--- src/rtl/uart_stim_tx.sv ---
//------------------------------------------------------------------------------
// Module  : uart_stim_tx
// Brief   : FIFO-buffered 8N1 UART transmitter used to stimulate a UART receiver.
//           Optional even parity when UART_STIM_PARITY_EN is defined.
// Revision: 1.0 - initial release
//------------------------------------------------------------------------------
`default_nettype none

module uart_stim_tx #(
   parameter int BAUD_DIV = 434,
   parameter int FIFO_AW  = 4
) (
   input  logic               wb_clk_i,
   input  logic               wb_rst_i,
   input  logic [7:0]         data_i,
   input  logic               valid_i,
   output logic               ready_o,
   output logic               tx_o,
   output logic               busy_o,
   output logic [FIFO_AW:0]   fifo_count_o
);

   localparam int               TW         = $clog2(BAUD_DIV);
   localparam int               DEPTH      = 1 << FIFO_AW;
   localparam logic [TW-1:0]    TIMER_LOAD = TW'(BAUD_DIV - 1);
   localparam logic [FIFO_AW:0] FULL_COUNT = (FIFO_AW + 1)'(DEPTH);

   localparam logic [2:0] S_IDLE   = 3'd0;
   localparam logic [2:0] S_START  = 3'd1;
   localparam logic [2:0] S_DATA   = 3'd2;
`ifdef UART_STIM_PARITY_EN
   localparam logic [2:0] S_PARITY = 3'd3;
`endif
   localparam logic [2:0] S_STOP   = 3'd4;

   // Reset asserts immediately but releases only after two clean edges.
   logic [1:0] rst_pipe;
   logic       rst_int;

   always_ff @(posedge wb_clk_i or posedge wb_rst_i) begin
      if (wb_rst_i) rst_pipe <= 2'b11;
      else          rst_pipe <= {rst_pipe[0], 1'b0};
   end

   assign rst_int = rst_pipe[1];

   logic [7:0]         mem [DEPTH];
   logic [FIFO_AW-1:0] wr_ptr;
   logic [FIFO_AW-1:0] rd_ptr;
   logic [FIFO_AW:0]   count;
   logic               full;
   logic               empty;
   logic               push;
   logic               pop;

   logic [2:0]         state;
   logic [TW-1:0]      timer;
   logic               tick;
   logic [7:0]         shreg;
   logic [2:0]         bit_idx;
`ifdef UART_STIM_PARITY_EN
   logic               parity;
`endif

   assign full    = (count == FULL_COUNT);
   assign empty   = (count == '0);
   assign push    = valid_i & ~full & ~rst_int;
   // Low only during the post-release synchronisation window or when full.
   assign ready_o = ~full & ~(rst_int & ~wb_rst_i);
   assign tick    = (timer == '0);
   // A pop at the end of STOP chains the next frame with no idle gap.
   assign pop     = ~empty & ((state == S_IDLE) | ((state == S_STOP) & tick));

   always_ff @(posedge wb_clk_i) begin
      if (push) mem[wr_ptr] <= data_i;
   end

   always_ff @(posedge wb_clk_i or posedge rst_int) begin
      if (rst_int) begin
         wr_ptr <= '0;
         rd_ptr <= '0;
         count  <= '0;
      end else begin
         if (push) wr_ptr <= wr_ptr + 1'b1;
         if (pop)  rd_ptr <= rd_ptr + 1'b1;
         case ({push, pop})
            2'b10:   count <= count + 1'b1;
            2'b01:   count <= count - 1'b1;
            default: count <= count;
         endcase
      end
   end

   always_ff @(posedge wb_clk_i or posedge rst_int) begin
      if (rst_int) begin
         state   <= S_IDLE;
         timer   <= '0;
         shreg   <= '0;
         bit_idx <= '0;
         tx_o    <= 1'b1;
`ifdef UART_STIM_PARITY_EN
         parity  <= 1'b0;
`endif
      end else if (pop) begin
         state   <= S_START;
         timer   <= TIMER_LOAD;
         shreg   <= mem[rd_ptr];
         bit_idx <= '0;
         tx_o    <= 1'b0;
`ifdef UART_STIM_PARITY_EN
         parity  <= ^mem[rd_ptr];
`endif
      end else if (state != S_IDLE) begin
         if (!tick) begin
            timer <= timer - 1'b1;
         end else begin
            timer <= TIMER_LOAD;
            case (state)
               S_START: begin
                  state <= S_DATA;
                  tx_o  <= shreg[0];
               end
               S_DATA: begin
                  if (bit_idx == 3'd7) begin
`ifdef UART_STIM_PARITY_EN
                     state <= S_PARITY;
                     tx_o  <= parity;
`else
                     state <= S_STOP;
                     tx_o  <= 1'b1;
`endif
                  end else begin
                     bit_idx <= bit_idx + 1'b1;
                     shreg   <= {1'b0, shreg[7:1]};
                     tx_o    <= shreg[1];
                  end
               end
`ifdef UART_STIM_PARITY_EN
               S_PARITY: begin
                  state <= S_STOP;
                  tx_o  <= 1'b1;
               end
`endif
               S_STOP: begin
                  state <= S_IDLE;
                  tx_o  <= 1'b1;
               end
               default: begin
                  state <= S_IDLE;
                  tx_o  <= 1'b1;
               end
            endcase
         end
      end
   end

   assign busy_o       = (state != S_IDLE) | ~empty;
   assign fifo_count_o = count;

endmodule

`default_nettype wire

--- config.mk ---
export PLATFORM = sky130hd
export DESIGN_NAME = uart_stim_tx
export DESIGN_NICKNAME = d
export VERILOG_FILES = /design/src/rtl/uart_stim_tx.sv
export SDC_FILE = /design/constraint.sdc
export NUM_CORES = 1
export LEC_CHECK = 0
export CORE_ASPECT_RATIO = 0.5
export CORE_UTILIZATION = 40
export CTS_BUF_LIST = sky130_fd_sc_hd__clkbuf_8
export CTS_CLUSTER_SIZE = 28
export DETAILED_ROUTE_END_ITERATION = 16
export GPL_TIMING_DRIVEN = 0
export PLACE_DENSITY = 0.54
export SLEW_MARGIN = 20
export SYNTH_ARGS = -nofsm -noshare
export SYNTH_HDL_FRONTEND = slang
export SYNTH_SLANG_ARGS = --single-unit
--- constraint.sdc ---
create_clock -name wb_clk_i -period 4.2 [get_ports wb_clk_i]
set_input_delay 1.26 -clock wb_clk_i [delete_from_list [all_inputs] [get_ports wb_clk_i]]
set_output_delay 1.26 -clock wb_clk_i [all_outputs]
set_load 0.01 [all_outputs]
; After elaboration in Yosys (flattened, before gate mapping)
; Memories as Yosys holds them, arrays and structs flattened.
; Cells that the tools add are included.
[classes]
addsub = 6
n_mul = 0
n_div = 0
n_lt_le_gt_ge = 0
eq_ne = 9
shift = 0
mux = 26
bitwise = 13
n_reduce_logical = 11
[ops]
columns = operator, count
row1 = 8-bit 2-to-1 mux, 5
row2 = 3-bit 2-to-1 mux, 9
row3 = 9-bit 2-to-1 mux, 3
row4 = 5-bit one-hot mux with 2 select lines, 1
row5 = 9-bit logical NOT, 1
row6 = "9-bit by 1-bit subtractor with 9-bit output, second input constant", 1
row7 = "4-bit by 1-bit adder with 4-bit output, second input constant", 2
row8 = 2-bit nonzero test, 4
row9 = 1-bit AND, 6
row10 = "3-bit equality test, second input constant", 2
row11 = 1-bit 2-to-1 mux, 6
row12 = 3-bit one-hot mux with 2 select lines, 1
row13 = "5-bit by 1-bit adder with 5-bit output, second input constant", 1
row14 = "5-bit equality test, second input constant", 1
row15 = 5-bit logical NOT, 1
row16 = 1-bit inverter, 5
row17 = "5-bit by 1-bit subtractor with 5-bit output, second input constant", 1
row18 = 4-bit AND reduction, 1
row19 = "3-bit by 1-bit adder with 3-bit output, second input constant", 1
row20 = "3-bit by 1-bit equality test with 1-bit output, second input constant", 1
row21 = "3-bit by 2-bit equality test with 1-bit output, second input constant", 1
row22 = 3-bit logical NOT, 1
row23 = "3-bit != test, second input constant", 1
row24 = 3-bit AND reduction, 1
row25 = 7 further kinds, 8
[word_totals]
ff_bits = 39
latchBits = 0
mem_bits_rw = 128
rom_bits = 0
input_bits = 11
out_inout_bits = 8
elab_cells = 75
mem_count = 1
[memory_table]
columns = memory, words, word_bits, rd, rd_clocked_by_memory_dff, wr, line
row1 = mem, 16, 8, 1, 0, 1, 47  ; logic [7:0] mem [DEPTH];

; Logic depth before layout (Yosys ltp)
; Gate-level depths: netlist (run 1).
[logic_depth]
ltp_word = 6
mapped_depth = 14

; Worst setup path after synthesis (run 1)
; No wires, ideal clock.
[synth_path]
path_kind = register to register
start = reg rst_pipe[1]
end = reg count[4] (netlist: fifo_count_o[4])
setup_ps = 80
arrival_time_ps = 3171
required_ps = 4120
setup_slack_ps = 949
stages_incl_launch_ff = 14
n_path_buf = 2
period_less_slack_ps = 3251
cell_sequence = dfstp_2 > inv_1 > o211a_1 > clkbuf_1 > inv_1 > ha_1 > clkbuf_1 > xor2_1 > ha_1 > nor2b_1 > a32oi_1 > nor3_1 > a41oi_1 > xnor2_1
[synth_between]
elab_chain_len = 4
word_cells_on_any_way = 6
classes_between = eq/ne: 2 / mux: 1 / bitwise: 2 / reduce/logical: 1
[synth_lines]
columns = element, line
row1 = "start, declared", 37  ; logic [1:0] rst_pipe;
row2 = "start signal, assigned", 42  ; else rst_pipe <= {rst_pipe[0], 1'b0};
row3 = 1-bit inverter (*), 67  ; assign push = valid_i & ~full & ~rst_int;
row4 = 1-bit AND (*), 67
row5 = 2-bit by 1-bit equality test with 1-bit output or 2-bit equality test (tied branches), 86  ; case ({push, pop})
row6 = 5-bit one-hot mux with 2 select lines or 2-bit nonzero test (tied branches), n/a
row7 = "end signal, assigned", 87  ; 2'b10: count <= count + 1'b1;
row8 = "end signal, assigned", 88  ; 2'b01: count <= count - 1'b1;
row9 = "end signal, assigned", 89  ; default: count <= count;
row10 = "end, declared", 50  ; logic [FIFO_AW:0] count;
; Every way passes the cells marked *; elsewhere a longest branch is shown, timed or not.
; A chain may end at the register's enable or synchronous reset.

; Worst setup path in the final report (run 1)
[layout_path]
start = in wb_rst_i
end = out ready_o
[layout_between]
elab_chain_len = 4
[layout_lines]
columns = element, line
row1 = "start, declared", 14  ; input logic wb_rst_i,
row2 = 1-bit inverter, 69  ; assign ready_o = ~full & ~(rst_int & ~wb_rst_i);
row3 = 1-bit AND, 69
row4 = 1-bit inverter, 69
row5 = 1-bit AND, 69
row6 = "end, declared", 17  ; output logic ready_o,
; No other way between the ends.

==> out/results.tsv, run 1 <==
stage	metric	value	unit
outcome	status	finished clean	
routing	via_per_inst	5.40	
hold_path	hold_path_class	reg2reg	
global_routing	grt_pass1_wl	21500	um
synthesis	syn_nets	422	
worst_setup_path	crit_arrival	2.52	ns
cts	clock_latency	0.44	ns
worst_setup_path	worstRegToRegCells	13	
synthesis	ys_async_sr_fraction	23.4	%
cts	clockBufferDepth	2	
sta	finalCriticalPeriod	3.78	ns
final_layout	syn_to_final_growth	12.5	%
floorplan	ios	19	
global_routing	grt_pass1_vias	3752	
synthesis	netlist_area	0.00691	mm2
synthesis	synth_edf_count	128	
cts	cts_root_buffer	clkbuf_8	
synthesis	synth_top_area_cell	edfxtp_1	
worst_setup_path	crit_required	2.94	ns
worst_setup_path	worstSetupStartpointType	input port	
sta	fin_crit_sh	90.1	%
synthesis	yosysWarnings	0	
global_routing	grt_usage	16.7	%
global_routing	grt_max_degree	39	
synthesis	synth_top_area_share	55.6	%
cts	clkSlewWorstSetupHoldPaths	0.09	ns
synthesis	yosysUniqueCellTypes	53	
sta	hold_viol	0	
pwr	worst_ir_drop_vdd	0.000201	V
sta	fin_skew	0.0129	ns
sta	holdWs	0.360	ns
cts	postCtsSetupBuffers	0	
pwr	p_clk_share	32.0	%
floorplan	die_w	188	um
synthesis	synth-seq-cells	167	
pwr	combinationalPowerShare	11.3	%
floorplan	coreArea	0.0166	mm2
worst_setup_path	cp-end-kind	output port	
placement	globalplace.congestion	0.749	
pwr	seqPwrFrac	56.6	%
routing	dr_total_vias	3650	
sta	finalSetupViolations	0	
cts	cts_tree	built	
sta	slew_headroom	42.9	%
sta	fin_tns_setup	0	ns
worst_setup_path	path_max_fanout	3	
pwr	power.density	445	mW/mm2
pwr	power_switching	0.927	mW
global_routing	grt_overflow_total	0	
placement	dp_hpwl	9240	um
cts	cts_sinks	167	
worst_setup_path	crit_type	in2out	
routing	firstDrtPassIters	5	
sta	drv_slew	0	
cts	htreeDepth	4	
sta	max_slew.worst_pin.slew	0.845	ns
placement	port-buffer-count	18	
routing	antenna_left	0	
pwr	power.leakage	2.65	nW
synthesis	synth_most_common_cell	edfxtp_1	
final_layout	layout.nets	459	
floorplan	row_count	33	
synthesis	ys_seq_area_share	69.8	%
pwr	p_int	2.53	mW
cts	cts_inserted_buffers	17	
synthesis	synth_commonest_cells	edfxtp_1 (128), dfrtp_1 (36), mux4_2 (32)	
routing	wl_per_cell	20.4	um
hold_path	min_path_cells	0	
final_layout	diodes	0	
routing	drt-initial-drc-count	286	
job	max-cap-violations	0	
global_routing	antenna_found_initial	0	
cts	cts_resized	0	
sta	max_freq	264	MHz
final_layout	drive_above_1_share	20.5	%
routing	drc	0	
synthesis	synth-main-ff-cell	edfxtp_1	
cts	cts-hold-fix-buffers	0	
sta	rsz0062_at_grt	no	
synthesis	netlist_top_cells_area	edfxtp_1 (56%), dfrtp_1 (13%), mux4_2 (10%), ha_1 (2.2%), a22oi_1 (1.8%)	
synthesis	avgSynthCellArea	17.3	um2
routing	wl	13800	um
pwr	power.share.switching	26.8	%
floorplan	initial_utilization	41.5	%
floorplan	die-area	0.0178	mm2
floorplan	die_y	95.0	um
synthesis	synth_cells	399	
-- through the flow --
| stage | power [mW] | worst slack [ns] | util (%) | instances | area [um2] |
|---|---|---|---|---|---|
| 6_report | 3.46 | 0.417 | 46.7 | 676 | 7780 |
| 5_1_grt | 3.60 | 0.263 | 46.7 | 676 | 7780 |
| 4_1_cts | 3.48 | 0.403 | 46.7 | 676 | 7780 |
| 3_5_place_dp | 2.39 | 0.212 | 44.4 | 644 | 7400 |
| 3_3_place_gp | 2.36 | 0.326 | 44.3 | 644 | 7380 |
| 2_1_floorplan | 2.21 | 0.949 | - | 399 | 6910 |
-- area by class of cell --
| class | count | area [um2] |
|---|---|---|
| Fill cell | 1409 | 8860 |
| Sequential cell | 167 | 4820 |
| Multi-Input combinational cell | 201 | 1960 |
| Tap cell | 227 | 284 |
| Clock buffer | 17 | 234 |
| Timing Repair Buffer | 18 | 180 |
| Clock inverter | 15 | 146 |
| Buffer | 21 | 113 |
| Inverter | 10 | 37.5 |
-- cells by family (layout without fill, tap and decap cells) --
logic type	after synthesis	after routing	synth area share [%]
AOI/OAI and AO/OA	52	52	6.30
xor gates and xnor gates	20	20	2.53
adders and majority gates	12	12	2.17
buffers and inverters	31	81	2.17
DFF	167	167	69.8
muxes	35	35	10.9
other	1	1	0.0543
and+or+nand+nor	81	81	6.08
-- power groups by stage --
stage	logic, mW	registers, mW	clock network (mW)
detailed placement	0.393	2.00	0
finish	0.391	1.96	1.11
global placement	0.370	1.99	0
floorplan	0.225	1.99	0
CTS	0.395	1.96	1.13
global route	0.432	1.97	1.19
-- registers in the layout (all words and copies together) (netlist names) --
| name | flops |
|---|---|
| mem | 128 |
| rst_pipe | 2 |
| state | 3 |
| fifo_count_o | 5 |
| wr_ptr | 4 |
| rd_ptr | 4 |
| timer | 9 |
| bit_idx | 3 |
| shreg | 8 |
| tx_o | 1 |
-- cells in the final DEF, fill, tap and decap left out, types with 4 or more instances in the layout --
| master | Yosys | routed |
|---|---|---|
| a21oi_1 | 4 | 4 |
| a22oi_1 | 17 | 17 |
| buf_1 | 4 | 4 |
| buf_2 | 4 | 4 |
| clkbuf_1 | 9 | 9 |
| clkbuf_8 | 1 | 18 |
| clkdlybuf4s50_1 | 0 | 18 |
| dfrtp_1 | 36 | 36 |
| edfxtp_1 | 128 | 128 |
| ha_1 | 12 | 12 |
| inv_1 | 10 | 11 |
| mux4_2 | 32 | 32 |
| nand2_1 | 18 | 18 |
| nand3_1 | 9 | 9 |
| nor2_1 | 25 | 25 |
| nor2b_1 | 4 | 4 |
| nor3_1 | 10 | 6 |
| nor3_2 | 0 | 4 |
| o21ai_0 | 5 | 5 |
| o221a_2 | 5 | 5 |
| xnor2_1 | 10 | 10 |
| xor2_1 | 10 | 10 |
-- layer usage --
| layer | GRT usage (%) | vias up | part of all wire (%) |
|---|---|---|---|
| met3 | 3.68 | 12 | 4.0 |
| met4 | 5.08 | 0 | 1.1 |
| met1 | 22.5 | 1915 | 46 |
| met5 | 0 | - | 0 |
| met2 | 27.4 | 82 | 49 |
| li1 | - | 1641 | - |
-- critical path, cell delays in order --
cell and delay, ns:
clkdlybuf4s50_1 0.46, inv_1 0.06, a22oi_1 0.18, clkdlybuf4s50_1 0.56
-- worst paths after layout --
kind | startpoint | end | slack (ns)
max | wb_rst_i | ready_o | 0.42
min | rst_pipe[0]$_DFF_PP1_ | rst_pipe[1]$_DFF_PP1_ | 0.36
max reg2reg | timer[4]$_DFFE_PP0P_ | fifo_count_o[4]$_DFFE_PP0P_ | 0.57
min reg2reg | rst_pipe[0]$_DFF_PP1_ | rst_pipe[1]$_DFF_PP1_ | 0.36
max in group asynchronous | wb_rst_i | rst_pipe[0]$_DFF_PP1_ | 3.02
min in group asynchronous | rst_pipe[1]$_DFF_PP1_ | fifo_count_o[3]$_DFFE_PP0P_ | 0.41
(Power assumes the default switching activity.)
==> inputs of run 2 (changes only) <==
--- a/config.mk
+++ b/config.mk
@@ -10,9 +10,9 @@
 export CTS_BUF_LIST = sky130_fd_sc_hd__clkbuf_8
 export CTS_CLUSTER_SIZE = 28
 export DETAILED_ROUTE_END_ITERATION = 16
-export GPL_TIMING_DRIVEN = 0
-export PLACE_DENSITY = 0.54
+export PLACE_DENSITY = 0.64
 export SLEW_MARGIN = 20
 export SYNTH_ARGS = -nofsm -noshare
 export SYNTH_HDL_FRONTEND = slang
 export SYNTH_SLANG_ARGS = --single-unit
+export TNS_END_PERCENT = 50
==> out/results.tsv, run 2 (synthesis gave the netlist of run 1 again) <==
stage	metric	value	unit
outcome	status	finished clean	
job	max-cap-violations	0	
worst_setup_path	worstSetupStartpointType	input port	
hold_path	min_from	rst_pipe[0]$_DFF_PP1_	
worst_setup_path	crit_arrival	2.51	ns
worst_setup_path	rr_startpoint	fifo_count_o[1]$_DFFE_PP0P_	
final_layout	drive_above_1_share	23.1	%
routing	wl_met2	5830	um
placement	dp_hpwl	8140	um
floorplan	coreArea	0.0166	mm2
routing	via_per_inst	5.23	
hold_path	whs_endpoint	rst_pipe[1]$_DFF_PP1_	
cts	cts_inserted_buffers	17	
sta	fin_skew	0.0140	ns
routing	firstDrtPassIters	4	
sta	slew_headroom	43.6	%
final_layout	top_regs	mem (128), timer (9), shreg (8)	
pwr	power.leakage	2.72	nW
worst_setup_path	crit_type	in2out	
worst_setup_path	rr_endpoint	fifo_count_o[4]$_DFFE_PP0P_	
placement	globalplace.congestion	0.756	
cts	cts_resized	0	
sta	fin_tns_setup	0	ns
pwr	worst_ir_drop_vdd	0.000166	V
hold_path	min_path_cells	0	
routing	routed.top_layer	met4	
final_layout	layout.nets	460	
pwr	power.density	445	mW/mm2
global_routing	grt_max_degree	38	
routing	drt-initial-drc-count	297	
final_layout	largest_reg_flops	128	
routing	wl_per_cell	18.7	um
final_layout	utilization	47.2	%
cts	postCtsSetupBuffers	0	
cts	clock_latency	0.45	ns
cts	cts_root_buffer	clkbuf_8	
cts	cts_tree	built	
floorplan	die_y	95.0	um
final_layout	syn_to_final_growth	13.5	%
global_routing	grt_pass1_vias	3620	
final_layout	regMostFlops	mem	
sta	fin_ws	0.431	ns
floorplan	row_count	33	
global_routing	grt_overflow_total	0	
worst_setup_path	r2r_slack	1.13	ns
routing	met1_length	6140	um
final_layout	nFillCells	1410	
routing	antenna_left	0	
placement	port-buffer-count	18	
sta	max_freq	265	MHz
routing	drc	0	
sta	hold_viol	0	
global_routing	antenna_found_initial	0	
cts	htreeDepth	4	
worst_setup_path	worstRegToRegCells	11	
final_layout	mostFrequentLayoutCells	edfxtp_1 (128), dfrtp_1 (35), mux4_2 (32)	
final_layout	diodes	0	
sta	drv_slew	0	
worst_setup_path	path_max_fanout	3	
global_routing	grt_pass1_wl	20500	um
cts	clkSlewWorstSetupHoldPaths	0.10	ns
routing	wl	12700	um
cts	cts_sinks	167	
worst_setup_path	cp-end-kind	output port	
floorplan	die_w	188	um
placement	pre_cts_slack	0.427	ns
sta	rsz0062_at_grt	no	
hold_path	hold_path_class	reg2reg	
sta	fin_crit_sh	89.7	%
routing	met3_length	590	um
worst_setup_path	crit_required	2.94	ns
sta	finalCriticalPeriod	3.77	ns
routing	dr_total_vias	3542	
final_layout	final_common_cell	edfxtp_1	
cts	cts-hold-fix-buffers	0	
sta	finalSetupViolations	0	
cts	clockBufferDepth	2	
sta	holdWs	0.364	ns
floorplan	die-area	0.0178	mm2
floorplan	ios	19	
sta	max_slew.worst_pin.slew	0.834	ns
global_routing	grt_usage	15.8	%
floorplan	initial_utilization	41.5	%
==> run 2: changes by cell type in the layout (fill, tap and decap cells not counted), sizes merged <==
cell,change
buf,+11
clkinvlp,-1
clkinv,+3
inv,-1
clkbuf,-10
bufinv,-1
==> run 2: layout make-up <==
class | count | area (um2) | area share [%]
clock buffers | 17 | 234 | 2.98
clock inverters | 15 | 181 | 2.31
inverters | 10 | 37.5 | 0.478
multi-input cells | 201 | 1940 | 24.7
flip-flops and latches | 167 | 4830 | 61.5
well taps | 227 | 284 | 3.62
repair buffers | 40 | 345 | 4.40
==> run 2: layer usage <==
layer	global-route usage, %	vias to the layer above
met5	0	-
met4	6.23	0
met3	3.53	9
met2	24.3	77
met1	22.0	1809
li1	-	1647
==> run 2: worst max-delay path: stages <==
cell             delay (ns)
clkdlybuf4s50_1        0.45
inv_1                  0.06
a22oi_1                0.18
clkdlybuf4s50_1        0.56
==> run 2: report_power, final <==
group,total [mW],switching [mW],internal [mW]
Combinational,0.342,0.178,0.164
Clock,1.15,0.696,0.458
Sequential,1.99,0.106,1.89
==> run 2: how the worst max path moves through the flow <==
stage                                      from                          end
final                                  wb_rst_i                      ready_o
after global routing                   wb_rst_i                      ready_o
after CTS                              wb_rst_i                      ready_o
after detailed placement               wb_rst_i                      ready_o
after global placement                 wb_rst_i                      ready_o
after floorplan           rst_pipe[1]$_DFF_PP1_  fifo_count_o[4]$_DFFE_PP0P_
==> run 2: through the flow <==
step	area, um2	instances	total power [mW]
after floorplan	6910	399	2.21
after global placement	7430	645	2.37
after detailed placement	7430	645	2.38
after CTS	7850	677	3.53
after global routing	7850	677	3.65
final	7850	677	3.49
==> patch (config.mk and constraints of run 1) <==
`FIFO_AW`: 4 -> 5.
--- a/src/rtl/uart_stim_tx.sv
+++ b/src/rtl/uart_stim_tx.sv
@@ -8,7 +8,7 @@
 
 module uart_stim_tx #(
    parameter int BAUD_DIV = 434,
-   parameter int FIFO_AW  = 4
+   parameter int FIFO_AW  = 5
 ) (
    input  logic               wb_clk_i,
    input  logic               wb_rst_i,
Interface: changed (resized fifo_count_o); port bits go from 19 to 20. The function was not compared with the original's and may differ.
==> patch against run 1 <==
The run now ends with DRC left; via count increased by 70%; worst hold slack got worse by 0.059 ns; synthesized area increased by 73%; wire length increased by 91%; register-to-register slack got worse by 0.32 ns; cell area increased by 74%; sequential cell count increased by 131; power increased by 140%; worst setup slack got worse by 0.17 ns; critical path depth increased by 10; largest cell class unchanged.
==> patch: results (changes against run 1) <==
reg_top3: "mem: 256 flops, timer: 9 flops, shreg: 8 flops"
synthTopCellsByArea: "edfxtp_1 (64%), mux4_2 (12%), dfrtp_1 (8.1%)"
power.switching_mw: 2.58  # +180%
dr.pass1.iters: 11  # +6
clk_pin_slew_ns: 0.07  # -0.02 ns
p_int_mw: 5.72  # +130%
grt_util_all_layers: 0.178  # +0.0108
wirelength_met1_um: 12500  # +99%
seq_area_frac_synth: 0.730  # +0.0319
muxShareOfSynthArea: 0.123  # +0.0140
min_path_type: "reg2async"
avgViaCountPerCell: 5.43  # +0.55%
post_cts_buffers: 1  # +1
synth_commonest_cells: "edfxtp_1 (256), mux4_2 (63), nor2_1 (47)"
ys_types: 58  # +9.4%
wl_met2_um: 12000  # +78%
reg2reg_depth: 14  # +1
setup.worst_path.class: "reg2reg"
critical_path_arrival_ns: 4.44  # +1.92 ns
grt_pass1_vias: 6340  # +69%
synth-edff-count: 256  # +100%
holdWs_ns: 0.301  # -0.0593 ns
violations: "DRC"
worst_skew_pair.late_latency_ns: 0.58  # +0.14 ns
drcViolationCount: 4  # +4
crit_fanout: 11  # +8
synthArstFlopShare: 0.141  # -0.0926
drive_gt1_frac: 0.218  # +0.0130
outcome: "finished, violations left"
gr-usage-met2: 0.265  # -0.00918
synth-xor-area-share: 0.0161  # -0.00926
drt_iter0_drc: 395  # +38%
patch: cell types whose count changed in the layout (fill, tap and decap cells not counted), moves of 8 or more:
cell,delta
buf_2,+8
edfxtp_1,+128
nor2_1,+22
a22oi_1,-17
clkbuf_1,+11
clkbuf_8,+31
inv_1,+21
mux4_2,+31
o22ai_1,+31
patch: final cells by class:
type	instances	share of cell area
clock inverter	29	0.0148
antenna	1	0.000185
inverter	17	0.00471
multi-input combinational	300	0.224
tap	391	0.0361
buffer	33	0.0111
timing repair buffer	22	0.0146
clock buffer	49	0.0498
sequential	298	0.645
patch: worst max-delay path: stages (launching register included):
cell	delay (ns)
dfrtp_1	0.41
or4_4	0.57
or4_4	0.49
buf_6	0.16
a2111oi_4	0.30
buf_4	0.26
ha_1	0.24
buf_1	0.39
xor2_1	0.19
ha_1	0.21
a21o_1	0.12
nand2_1	0.05
a21o_1	0.17
a21oi_1	0.15
xor2_1	0.16
